<file path="config.mk">
export PLATFORM = sky130hd
export DESIGN_NAME = coord_store
export DESIGN_NICKNAME = d
export VERILOG_FILES = /design/src/rtl/coord_store.sv
export SDC_FILE = /design/constraint.sdc
export NUM_CORES = 1
export LEC_CHECK = 0
export CORE_AREA = 2 2 304 306
export CTS_CLUSTER_DIAMETER = 50
export DETAILED_ROUTE_END_ITERATION = 8
export DIE_AREA = 0 0 306 308
export PLACE_DENSITY_LB_ADDON = 0.08
export SYNTH_ARGS = -nofsm -noshare
export SYNTH_HDL_FRONTEND = slang
export SYNTH_SLANG_ARGS = --single-unit
export TNS_END_PERCENT = 10
</file>
<file path="constraint.sdc">
create_clock -name clk -period 6.07 [get_ports clk]
set_input_delay 1.5175 -clock clk [delete_from_list [all_inputs] [get_ports clk]]
set_output_delay 1.5175 -clock clk [all_outputs]
set_load 0.01 [all_outputs]
</file>
<file path="src/rtl/coord_store.sv">
// coord_store: collects (x, y) node coordinates over valid/ready, gives each
// stored pair a dense node ID and serves 1-cycle-latency reads.
// Optional feature macro: COORD_STORE_DEDUP_EN (sequential duplicate scan).
`timescale 1ns/1ps

module coord_store #(
  parameter int COORD_W = 16,
  parameter int DEPTH   = 16,
  localparam int ID_W   = $clog2(DEPTH)
) (
  input  logic               clk,
  input  logic               reset,
  input  logic               in_valid,
  input  logic [COORD_W-1:0] in_x,
  input  logic [COORD_W-1:0] in_y,
  input  logic               in_last,
  output logic               in_ready,
  input  logic               rd_en,
  input  logic [ID_W-1:0]    rd_id,
  output logic               rd_valid,
  output logic [COORD_W-1:0] rd_x,
  output logic [COORD_W-1:0] rd_y,
  output logic [ID_W:0]      count,
  output logic               done,
  output logic               overflow,
  output logic               dup_err
);

  localparam logic [ID_W:0]   FULL_CNT = (ID_W+1)'(DEPTH);
  localparam logic [ID_W:0]   CNT_ONE  = (ID_W+1)'(1);

`ifdef COORD_STORE_DEDUP_EN
  typedef enum logic [1:0] {ACCEPT = 2'd0, SCAN = 2'd1, WRITE = 2'd2, FINISH = 2'd3} state_t;
  localparam logic [ID_W-1:0] IDX_ONE  = ID_W'(1);
`else
  typedef enum logic [1:0] {ACCEPT = 2'd0, WRITE = 2'd2, FINISH = 2'd3} state_t;
`endif

  state_t state, state_next;

  logic [COORD_W-1:0] mem_x [DEPTH];
  logic [COORD_W-1:0] mem_y [DEPTH];
  logic [COORD_W-1:0] lat_x, lat_y;
  logic               lat_last;
  logic               full;
  logic               take;

  assign full     = (count == FULL_CNT);
  assign in_ready = (state == ACCEPT);
  assign done     = (state == FINISH);
  assign take     = in_ready && in_valid;

`ifdef COORD_STORE_DEDUP_EN
  logic [ID_W-1:0] idx;
  logic            hit;
  logic            scan_end;
  logic            dup_q;

  assign hit      = (mem_x[idx] == lat_x) && (mem_y[idx] == lat_y);
  assign scan_end = ({1'b0, idx} == (count - CNT_ONE));
  assign dup_err  = dup_q;
`else
  assign dup_err  = 1'b0;
`endif

  // State register; reset aborts any coordinate in flight.
  always_ff @(posedge clk or negedge reset) begin
    if (!reset) state <= ACCEPT;
    else        state <= state_next;
  end

  // Next-state logic: accept, optionally scan for duplicates, write, finish.
  always_comb begin
    state_next = state;
    case (state)
      ACCEPT: begin
        if (in_valid) begin
`ifdef COORD_STORE_DEDUP_EN
          state_next = (count != '0) ? SCAN : WRITE;
`else
          state_next = WRITE;
`endif
        end
      end
`ifdef COORD_STORE_DEDUP_EN
      SCAN: begin
        if (hit)           state_next = lat_last ? FINISH : ACCEPT;
        else if (scan_end) state_next = WRITE;
      end
`endif
      WRITE:   state_next = lat_last ? FINISH : ACCEPT;
      FINISH:  state_next = FINISH;
      default: state_next = ACCEPT;
    endcase
  end

  // Latched coordinate, scan index, node count and sticky error flags.
  always_ff @(posedge clk or negedge reset) begin
    if (!reset) begin
      lat_x    <= '0;
      lat_y    <= '0;
      lat_last <= 1'b0;
      count    <= '0;
      overflow <= 1'b0;
`ifdef COORD_STORE_DEDUP_EN
      idx      <= '0;
      dup_q    <= 1'b0;
`endif
    end else begin
      if (take) begin
        lat_x    <= in_x;
        lat_y    <= in_y;
        lat_last <= in_last;
`ifdef COORD_STORE_DEDUP_EN
        idx      <= '0;
`endif
      end
`ifdef COORD_STORE_DEDUP_EN
      if (state == SCAN) begin
        if (hit)            dup_q <= 1'b1;
        else if (!scan_end) idx   <= idx + IDX_ONE;
      end
`endif
      if (state == WRITE) begin
        if (full) overflow <= 1'b1;
        else      count    <= count + CNT_ONE;
      end
    end
  end

  // Node storage; deliberately not reset, entries at or above count are never exposed.
  always_ff @(posedge clk) begin
    if (state == WRITE && !full) begin
      mem_x[count[ID_W-1:0]] <= lat_x;
      mem_y[count[ID_W-1:0]] <= lat_y;
    end
  end

  // Read port: one-cycle latency, out-of-range IDs return invalid zero data.
  always_ff @(posedge clk or negedge reset) begin
    if (!reset) begin
      rd_valid <= 1'b0;
      rd_x     <= '0;
      rd_y     <= '0;
    end else if (rd_en) begin
      if ({1'b0, rd_id} < count) begin
        rd_valid <= 1'b1;
        rd_x     <= mem_x[rd_id];
        rd_y     <= mem_y[rd_id];
      end else begin
        rd_valid <= 1'b0;
        rd_x     <= '0;
        rd_y     <= '0;
      end
    end else begin
      rd_valid <= 1'b0;
    end
  end

endmodule

</file>
# After elaboration in Yosys (flattened, before gate mapping)
# Memories as Yosys holds them, arrays and structs flattened.
# Cells that the tools add are included.
# word_totals
ff_bits	74
ramBits	512
in_bits	41
output_inout_bits	42
elab_cells	33
n_memories	2
# classes
add_sub_neg	1
magnitude_cmp	1
n_eq_ne	4
n_mux	9
n_bitwise	1
n_reduce_logical	6
# mem_list
memory	depth	word_bits	rd	rd_clocked_by_memory_dff	wr	line	source
mem_x	16	16	1	0	1	41	logic [COORD_W-1:0] mem_x [DEPTH];
mem_y	16	16	1	0	1	42	logic [COORD_W-1:0] mem_y [DEPTH];
# op_table
operator	count
2-to-1 mux 16 bit	2
case mux 2 bit (3 select lines)	1
adder 5 x 1 -> 5 bit, second input constant	1
equality test 5 bit, second input constant	1
less-than comparator 4 x 5 -> 1 bit	1
equality test 2 bit, second input constant	2
2-to-1 mux 1 bit	4
2-to-1 mux 2 bit	2
AND reduction 2 bit	2
logical AND 1 bit	2
logical NOT 2 bit	1
inequality test 2 bit, second input constant	1
logical NOT 1 bit	1
inverter 1 bit	1

# Longest topological paths before layout
# Gate-level depths: netlist of the first run.
# logic_depth
depth_word	5
ltp_mapped	8
ltp_nobuf	6

# Worst setup path after synthesis of the first run
# OpenSTA, ideal clock, no wires.
# synth_timing
kind	reg-to-reg
start	register count[0]
end	memory mem_x[0][0] (enable)
setup_time_ns	0.461
arrival_time_ns	3.533
required_ns	5.609
slack_ns	2.076
path_stages_with_launch	6
path_buffers	0
period_less_slack_ns	3.994
cell_sequence	dfrtp_1 -> inv_1 -> ha_1 -> a41oi_2 -> nand2_1 -> nor3_1
# synth_between
elab_chain_cells	5
# synth_lines
element	line	source
start: declaration	23	output logic [ID_W:0] count,
start signal: assignment	126	else count <= count + CNT_ONE;
equality test 5 bit	48	assign full = (count == FULL_CNT);
logical NOT 1 bit	133	if (state == WRITE && !full) begin
logical AND 1 bit	133	
2-to-1 mux 1 bit	133	
2-to-1 mux 1 bit (implied by the code)	134	mem_x[count[ID_W-1:0]] <= lat_x;
end: declaration	41	
# Several ways; a longest one is shown, not always the timed one.

# Worst setup path after layout of the first run
# layout_timing
start	input rd_id[0]
end	register rd_x[15]
# layout_between
elab_chain_cells	2
elab_cells_between_ends	3
cone_classes	order compare (1); mux (1); memory (1)
# layout_lines
element	line	source
start: declaration	19	input logic [ID_W-1:0] rd_id,
memory (16 x 16 bit) or less-than comparator 4 x 5 -> 1 bit (tied branches)	n/a	
2-to-1 mux 16 bit (*)	146	if ({1'b0, rd_id} < count) begin
end signal: assignment	148	rd_x <= mem_x[rd_id];
end: declaration	21	output logic [COORD_W-1:0] rd_x,
# Mark *: on every way between the ends. The rest lies on a longest branch, timed or not.
# A chain may end at the register's enable or synchronous reset.

==> results of run 1 <==
## report_power, final
group | internal, mW | total [mW] | switching, mW
combinational | 0.629 | 1.50 | 0.872
clock | 3.54 | 5.49 | 1.95
sequential | 5.48 | 6.23 | 0.747
total | 9.65 | 13.2 | 3.57
## sequential cells by signal, summed over array words and instances (netlist names)
name      cells
mem_y       256
lat_x        16
overflow      1
lat_y        16
rd_x         16
count         5
lat_last      1
rd_y         16
rd_valid      1
mem_x       256
state         2
## worst min-delay path, cell delays in order (launching register included)
cell and delay, ps:
dfrtp_1 360, inv_1 40, o41ai_1 50
## cell type report
| cell class | count | share of cell area |
|---|---|---|
| multi-input combinational | 473 | 0.176 |
| clock buffer | 114 | 0.0858 |
| inverter | 38 | 0.00507 |
| clock inverter | 60 | 0.0295 |
| antenna | 1 | 0.0000889 |
| sequential | 586 | 0.612 |
| timing repair buffer | 119 | 0.0394 |
| tap | 1186 | 0.0527 |
## metal layers
| metal | vias up | global-route usage |
|---|---|---|
| met5 | - | 0 |
| met4 | 0 | 0.0406 |
| met3 | 89 | 0.0265 |
| met2 | 215 | 0.212 |
| met1 | 6027 | 0.197 |
| li1 | 5011 | - |
## logic make-up after synthesis
group,share of synthesized area
flip-flops,0.762
multiplexers,0.151
AO/OA/AOI/OAI,0.0435
buffers and inverters,0.0249
AND/OR/NAND/NOR,0.0126
adder cells (fa/ha/maj),0.00388
XOR/XNOR,0.00155
other,0.000166
## per-stage QoR
stage / util / worst slack [ps] / instances / instance area (µm²) / hold slack, ps
6_report: 0.310 / 2410 / 2577 / 28200 / 489
5_1_grt: 0.310 / 2290 / 2576 / 28200 / 525
4_1_cts: 0.310 / 2390 / 2576 / 28200 / 493
3_5_place_dp: 0.274 / 1710 / 2402 / 24900 / 467
3_3_place_gp: 0.274 / 1710 / 2402 / 24900 / 469
2_1_floorplan: - / 2080 / 1164 / 22600 / 461
## path summary, 6_finish.rpt
check / end / cells past startpoint
setup / recovery: rd_x[15] / 8
hold / removal: overflow / 2
setup reg to reg: mem_x[5][14] / 5
hold reg to reg: overflow / 2
max in group asynchronous: lat_x[1] / 2
min in group asynchronous: rd_x[13] / 1
## Yosys cell counts (all sizes together), types with 3 or more instances
cell type	count	area share
ha	7	0.0039
edfxtp	512	0.68
inv	38	0.0063
nand2	42	0.0071
clkbuf	15	0.0025
dfrtp	74	0.082
o31ai	32	0.011
o22ai	96	0.030
mux2	33	0.016
mux4	64	0.064
mux2i	160	0.071
nor2	13	0.0022
nand2b	4	0.0011
buf	52	0.016
nor3	4	0.00089
xnor2	3	0.0012
## cells in the final DEF, fill, tap and decap left out, types with 38 or more instances in the layout
| cell type | count |
|---|---|
| buf_4 | 39 |
| clkbuf_16 | 92 |
| clkdlybuf4s50_1 | 75 |
| dfrtp_1 | 74 |
| edfxtp_1 | 512 |
| inv_1 | 38 |
| mux2i_1 | 160 |
| mux4_2 | 64 |
| nand2_1 | 40 |
| o22ai_1 | 84 |
==> impl_metrics.ini, run 1 <==
[run_status]
status = finished clean

[synth]
ys_async_sr_fraction = 0.126
synth_warnings = 0
synthDistinctLibCells = 33
synth-seq-cells = 586
synth_cells = 1164
syn_nets = 1212
synthesis.area_mm2 = 0.0226
synth_edf_count = 512
synth.avg_cell_area_um2 = 19.4
seq_area_frac_synth = 0.762
synthFlopType = edfxtp_1

[detailed_routing]
post_drt_wl_per_cell_um = 24.9
routed_wl_mm = 64.2
antenna_left = 0
drcViolationCount = 0
vias_per_cell = 4.40
vias = 11300
wl_met2_mm = 28.9
drtIter0Drc = 741
dr.max_layer_used = met4
drt-met1-wl_mm = 31.3
drtPass1Iterations = 4
route.met3.wl_mm = 2.81

[flow_run]
maxCapViolCount = 0

[power]
total_power_mw = 13.2
ir_worst_vdd_mv = 0.304
p_leak_nw = 9.65
power_density_mw_per_mm2 = 469

[global_routing]
grt_pass1_wl_mm = 91.6
grt_pass1_vias = 12200
antenna_found_initial = 0
grt_overflow = 0
grt_usage = 0.138
grt_max_degree = 58

[critical_path]
r2r_start = count[3]
startpoint = rd_id[0]
cp_num_buf_inv = 3
start_kind = input pin
crit_top_cell = buf_4
critPathMaxFanout = 17
path_cells = buf_2, buf_4, nand2b_1, a211o_1, a21oi_1, o21ai_4, buf_4, o22ai_1
crit_path_top_delay_cell = o21ai_4
worstSetupEndpointType = flop
path_delay_family = buffers and inverters
max_stage_delay_ps = 650
critPathKind = input pin to flop
reg2reg_slack_ps = 2630
required_ps = 6560
crit_arrival_ps = 4150

[min_path]
hold_class = flop to flop
min_from = overflow

[place]
gp_congestion = 0.678
portBuffers = 81
dp_hpwl_mm = 35.3

[clocking]
clock_path_buffers = 3
cts_hold_buf = 0
cts_buffers = 92
clock_latency_ps = 640
path_clk_slew_ps = 50
cts_resized = 0
post-cts-setup-buffers = 0
cts_tree = yes
clock-sinks = 586
cts_root_buf = clkbuf_16
h-tree-depth = 3

[sta]
rsz0062_at_grt = no
min_period_ps = 3660
tightest_slew_ps = 1100
fin_crit_sh = 0.604
fin_tns_setup_ps = 0
max_freq_mhz = 273
hold_violations = 0
skew_ps = 17.7
relSlewSlack = 0.264
setup_viol = 0
final-max-slew-violation-count = 0

[floorplan]
coreArea_mm2 = 0.0910
dieArea_mm2 = 0.0942
start_util = 0.248
row_count = 111
ioPinCount = 83
die_w_um = 306
die_height_um = 308

[cells_and_area]
areaGrowthSynthToFinish_pct = 24.6
nFillCells = 8746
drive_gt1_frac = 0.235
register_area_mm2 = 0.0172
multiInputGateArea_mm2 = 0.00495
fin_nets = 1358
(Power assumes the default switching activity.)
==> run 2: changes to the inputs <==
==> constraint.sdc (replaced) <==
create_clock -name clk -period 3.6 [get_ports clk]
set_input_delay 0.9 -clock clk [delete_from_list [all_inputs] [get_ports clk]]
set_output_delay 0.9 -clock clk [all_outputs]
set_load 0.01 [all_outputs]
==> run 2 against run 1 <==
  * Setup slack worse by 1900 ps
  * Sequential cell count unchanged
  * Die area stayed put
  * Final area decreased by 0.67%
  * Largest power group unchanged
==> impl_metrics.ini, run 2 (synthesized netlist as in run 1, its figures left out) <==
[global_routing]
grt_max_degree = 73
grt.met2_usage = 0.214
antenna_found_initial = 1
grt_overflow = 0
use_met1 = 0.189
grt_pass1_wl_mm = 90.4
met3_usage = 0.0241
grt_pass1_vias = 12000
grt-busiest-layer = met2
grt_usage = 0.135

[clocking]
cts_hold_buf = 0
clock_latency_ps = 630
cts_tree = yes
cts_buffers = 84
cts_root_buf = clkbuf_16
cts_resized = 0
path_clk_slew_ps = 50
clock-sinks = 586
h-tree-depth = 3
post-cts-setup-buffers = 0
clock_path_buffers = 3

[critical_path]
reg2reg_slack_ps = 480
required_ps = 4060
start_kind = flop
rr_endpoint = rd_x[2]
critPathMaxFanout = 20
r2r_start = count[3]
critPathKind = flop to flop
worstSetupEndpointType = flop
crit_arrival_ps = 3570
rr_worst_depth = 7
startpoint = count[3]
crit_end = rd_x[2]

[cells_and_area]
fin_cells = 2576
multiInputGateArea_mm2 = 0.00494
layout_common_cells = 512 x edfxtp_1, 160 x mux2i_1, 84 x o22ai_1, 84 x clkbuf_16, 75 x clkdlybuf4s50_1
drive_gt1_frac = 0.241
nFillCells = 8776
areaGrowthSynthToFinish_pct = 23.8
fin_nets = 1367
register_area_mm2 = 0.0172
antenna_cells = 0
final_common_cell = edfxtp_1

[detailed_routing]
drtIter0Drc = 618
antenna_left = 0
vias_per_cell = 4.38
vias = 11300
post_drt_wl_per_cell_um = 24.3
drcViolationCount = 0
drtPass1Iterations = 5
routed_wl_mm = 62.7

[place]
dp_cells = 2419
portBuffers = 81
dp_hpwl_mm = 36.3
gp_congestion = 0.700

[sta]
rsz0062_at_grt = no
relSlewSlack = 0.210
tightest_slew_ps = 1180
max_freq_mhz = 321
final-max-slew-violation-count = 0
setup_viol = 0
fin_crit_sh = 0.865
hold_violations = 0
min_period_ps = 3120
skew_ps = 20.1

[floorplan]
start_util = 0.248
row_count = 111
coreArea_mm2 = 0.0910
dieArea_mm2 = 0.0942
die_w_um = 306
die_height_um = 308
ioPinCount = 83

[power]
ir_worst_vdd_mv = 0.374
total_power_mw = 21.2
p_leak_nw = 9.60
power_density_mw_per_mm2 = 757

[flow_run]
maxCapViolCount = 0

[min_path]
hold_class = input pin to asynchronous set/reset pin

[run_status]
status = finished clean
[run 2: report_power, final]
part	internal [mW]	switching (mW)	total [mW]
clock	4.98	3.18	8.16
sequential	9.23	1.19	10.4
combinational	1.12	1.49	2.61
[run 2: critical path, stage by stage, from the launching register on]
cell	delay, ps
dfrtp_1	720
inv_1	240
ha_1	340
o21a_1	120
a21oi_1	100
o21ai_4	900
buf_4	400
o22ai_1	120
[run 2: layer usage]
metal	routed length (µm)	vias up
met4	1060	2
met2	29300	204
li1	-	5025
met1	29800	5987
met5	16	-
met3	2460	76
[run 2: layout make-up]
cell class	count	share of cell area
clock buffer	94	0.0776
clock inverter	63	0.0224
inverter	38	0.00510
multi-input combinational	473	0.176
sequential	586	0.616
tap	1186	0.0531
timing repair buffer	136	0.0496
[run 2: through the flow]
step                TNS (ps)  worst slack, ps  area, µm²  hold slack, ps   util
finish                     0              485      28000             301  0.307
global placement           0              389      25200             490  0.277
floorplan             -49820             -394      22600             461      -
detailed placement         0              385      25200             498  0.277
CTS                        0              466      28000             295  0.307
global route               0              352      28000             328  0.307
[run 2: worst min-delay path by stage]
stage               startpoint        to  slack [ps]  cells after the start
floorplan             lat_last  state[0]         460                      1
global placement      lat_last  state[0]         490                      1
detailed placement    lat_last  state[0]         500                      1
CTS                      reset   rd_y[1]         290                      1
global route             reset   rd_y[1]         330                      1
finish                   reset   rd_y[1]         300                      1
==> run 3: changes to the inputs <==
--- a/config.mk
+++ b/config.mk
@@ -9,7 +9,6 @@
 export CTS_CLUSTER_DIAMETER = 50
 export DETAILED_ROUTE_END_ITERATION = 8
 export DIE_AREA = 0 0 306 308
-export PLACE_DENSITY_LB_ADDON = 0.08
 export SYNTH_ARGS = -nofsm -noshare
 export SYNTH_HDL_FRONTEND = slang
 export SYNTH_SLANG_ARGS = --single-unit
==> constraint.sdc (replaced) <==
create_clock -name clk -period 2.72 [get_ports clk]
set_input_delay 0.68 -clock clk [delete_from_list [all_inputs] [get_ports clk]]
set_output_delay 0.68 -clock clk [all_outputs]
set_load 0.01 [all_outputs]
==> run 3 against run 2 <==
  * Sequential power up 31%
  * Setup slack got worse by 270 ps
  * Fmax rose by 24%
  * Largest cell class unchanged
==> impl_metrics.ini, run 3 (synthesized netlist as in run 1, its figures left out) <==
[critical_path]
reg2reg_slack_ps = 220
r2r_start = count[0]
critPathKind = flop to flop
worstSetupEndpointType = flop
required_ps = 2950
start_kind = flop
max_stage_delay_ps = 480
startpoint = count[0]
rr_endpoint = mem_x[2][10]
path_cells = inv_1, ha_1, a41oi_2, nand2_1, nor3_4, buf_4
critPathMaxFanout = 20
crit_arrival_ps = 2740
rr_worst_depth = 6
crit_end = mem_x[2][10]
crit_path_top_delay_cell = dfrtp_1

[global_routing]
grt.met2_usage = 0.183
grt_usage = 0.112
grt_pass1_vias = 12000
grt_max_degree = 47
grt_overflow = 0
met3_usage = 0.0238
grt_pass1_wl_mm = 78.2
use_met1 = 0.150
grt-busiest-layer = met2
antenna_found_initial = 2

[floorplan]
die_w_um = 306
coreArea_mm2 = 0.0910
dieArea_mm2 = 0.0942
ioPinCount = 83
die_height_um = 308
start_util = 0.248
row_count = 111

[sta]
relSlewSlack = 0.518
whs_ps = 141
final-max-slew-violation-count = 0
min_period_ps = 2500
max_freq_mhz = 400
tightest_slew_ps = 724
skew_ps = 29.1
setup_viol = 0
hold_violations = 0
rsz0062_at_grt = no
setup_slack_ps = 217
fin_crit_sh = 0.920

[detailed_routing]
drtPass1Iterations = 7
drcViolationCount = 0
drtIter0Drc = 821
vias = 11300
antenna_left = 0
routed_wl_mm = 52.6
post_drt_wl_per_cell_um = 20.7
vias_per_cell = 4.42

[cells_and_area]
drive_gt1_frac = 0.221
areaGrowthSynthToFinish_pct = 22.1
fin_nets = 1354
layout_common_cells = 512 x edfxtp_1, 160 x mux2i_1, 84 x o22ai_1
final_common_cell = edfxtp_1
final_core_util = 0.303
stdcell_area_mm2 = 0.0276
antenna_cells = 0

[clocking]
cts_buffers = 68
clock_latency_ps = 610
post-cts-setup-buffers = 0
cts_hold_buf = 0
h-tree-depth = 3
cts_tree = yes
clock_path_buffers = 3
clock-sinks = 586
cts_resized = 0
cts_root_buf = clkbuf_16
path_clk_slew_ps = 50

[min_path]
hold_class = input pin to asynchronous set/reset pin

[place]
place_ws_ps = 235
post_dp_cell_area_mm2 = 0.0253
portBuffers = 81
dp_hpwl_mm = 29.7
gp_congestion = 0.703

[power]
p_leak_nw = 9.37
ir_worst_vdd_mv = 0.560
power_density_mw_per_mm2 = 949
total_power_mw = 26.2

[run_status]
status = finished clean

[flow_run]
maxCapViolCount = 0
run 3: cell count changes in the layout (fill, tap and decap cells not counted), sizes merged:
cell / change
clkbuf: -12
buf: +3
clkinvlp: -1
inv: -4
bufinv: -2
clkinv: -16
run 3: where the power goes:
part | leakage, nW | internal [mW] | total [mW] | switching (mW)
combinational | 2.74 | 1.56 | 3.52 | 1.96
sequential | 5.53 | 12.2 | 13.6 | 1.42
clock | 1.09 | 5.37 | 9.02 | 3.65
total | 9.37 | 19.1 | 26.2 | 7.04
run 3: cell type report:
cell class	instances	area (µm²)
Sequential cell	586	17200
Clock buffer	82	1800
Fill cell	8718	63400
Timing Repair Buffer	139	1530
Inverter	38	143
Multi-Input combinational cell	473	4950
Tap cell	1186	1480
Clock inverter	40	453
run 3: through the flow:
stage                     std cells  TNS [ps]
after floorplan                1164   -183360
after global placement         2422         0
after detailed placement       2422         0
after CTS                      2544         0
after global routing           2544         0
final                          2544         0
run 3: how the worst min path moves through the flow:
stage          startpoint       end  cells after the start
5_1_grt             reset  lat_x[0]                      1
3_5_place_dp     overflow  overflow                      2
6_report            reset  lat_x[3]                      1
2_1_floorplan       reset  count[0]                      0
4_1_cts             reset  lat_x[0]                      1
3_3_place_gp     overflow  overflow                      2
run 3: worst max-delay path, delay by kind of cell (launching register included):
kind	cells	cell delay [ps]
and+or+nand+nor	2	530
adders and majority gates	1	280
DFF	1	480
AOI/OAI and AO/OA	1	280
buffers and inverters	2	550
run 3: per-layer routing:
layer,routed length (µm),part of all wire
met4,1070,0.020
met1,23500,0.45
met2,24900,0.47
met3,3100,0.059
met5,26,0.00049
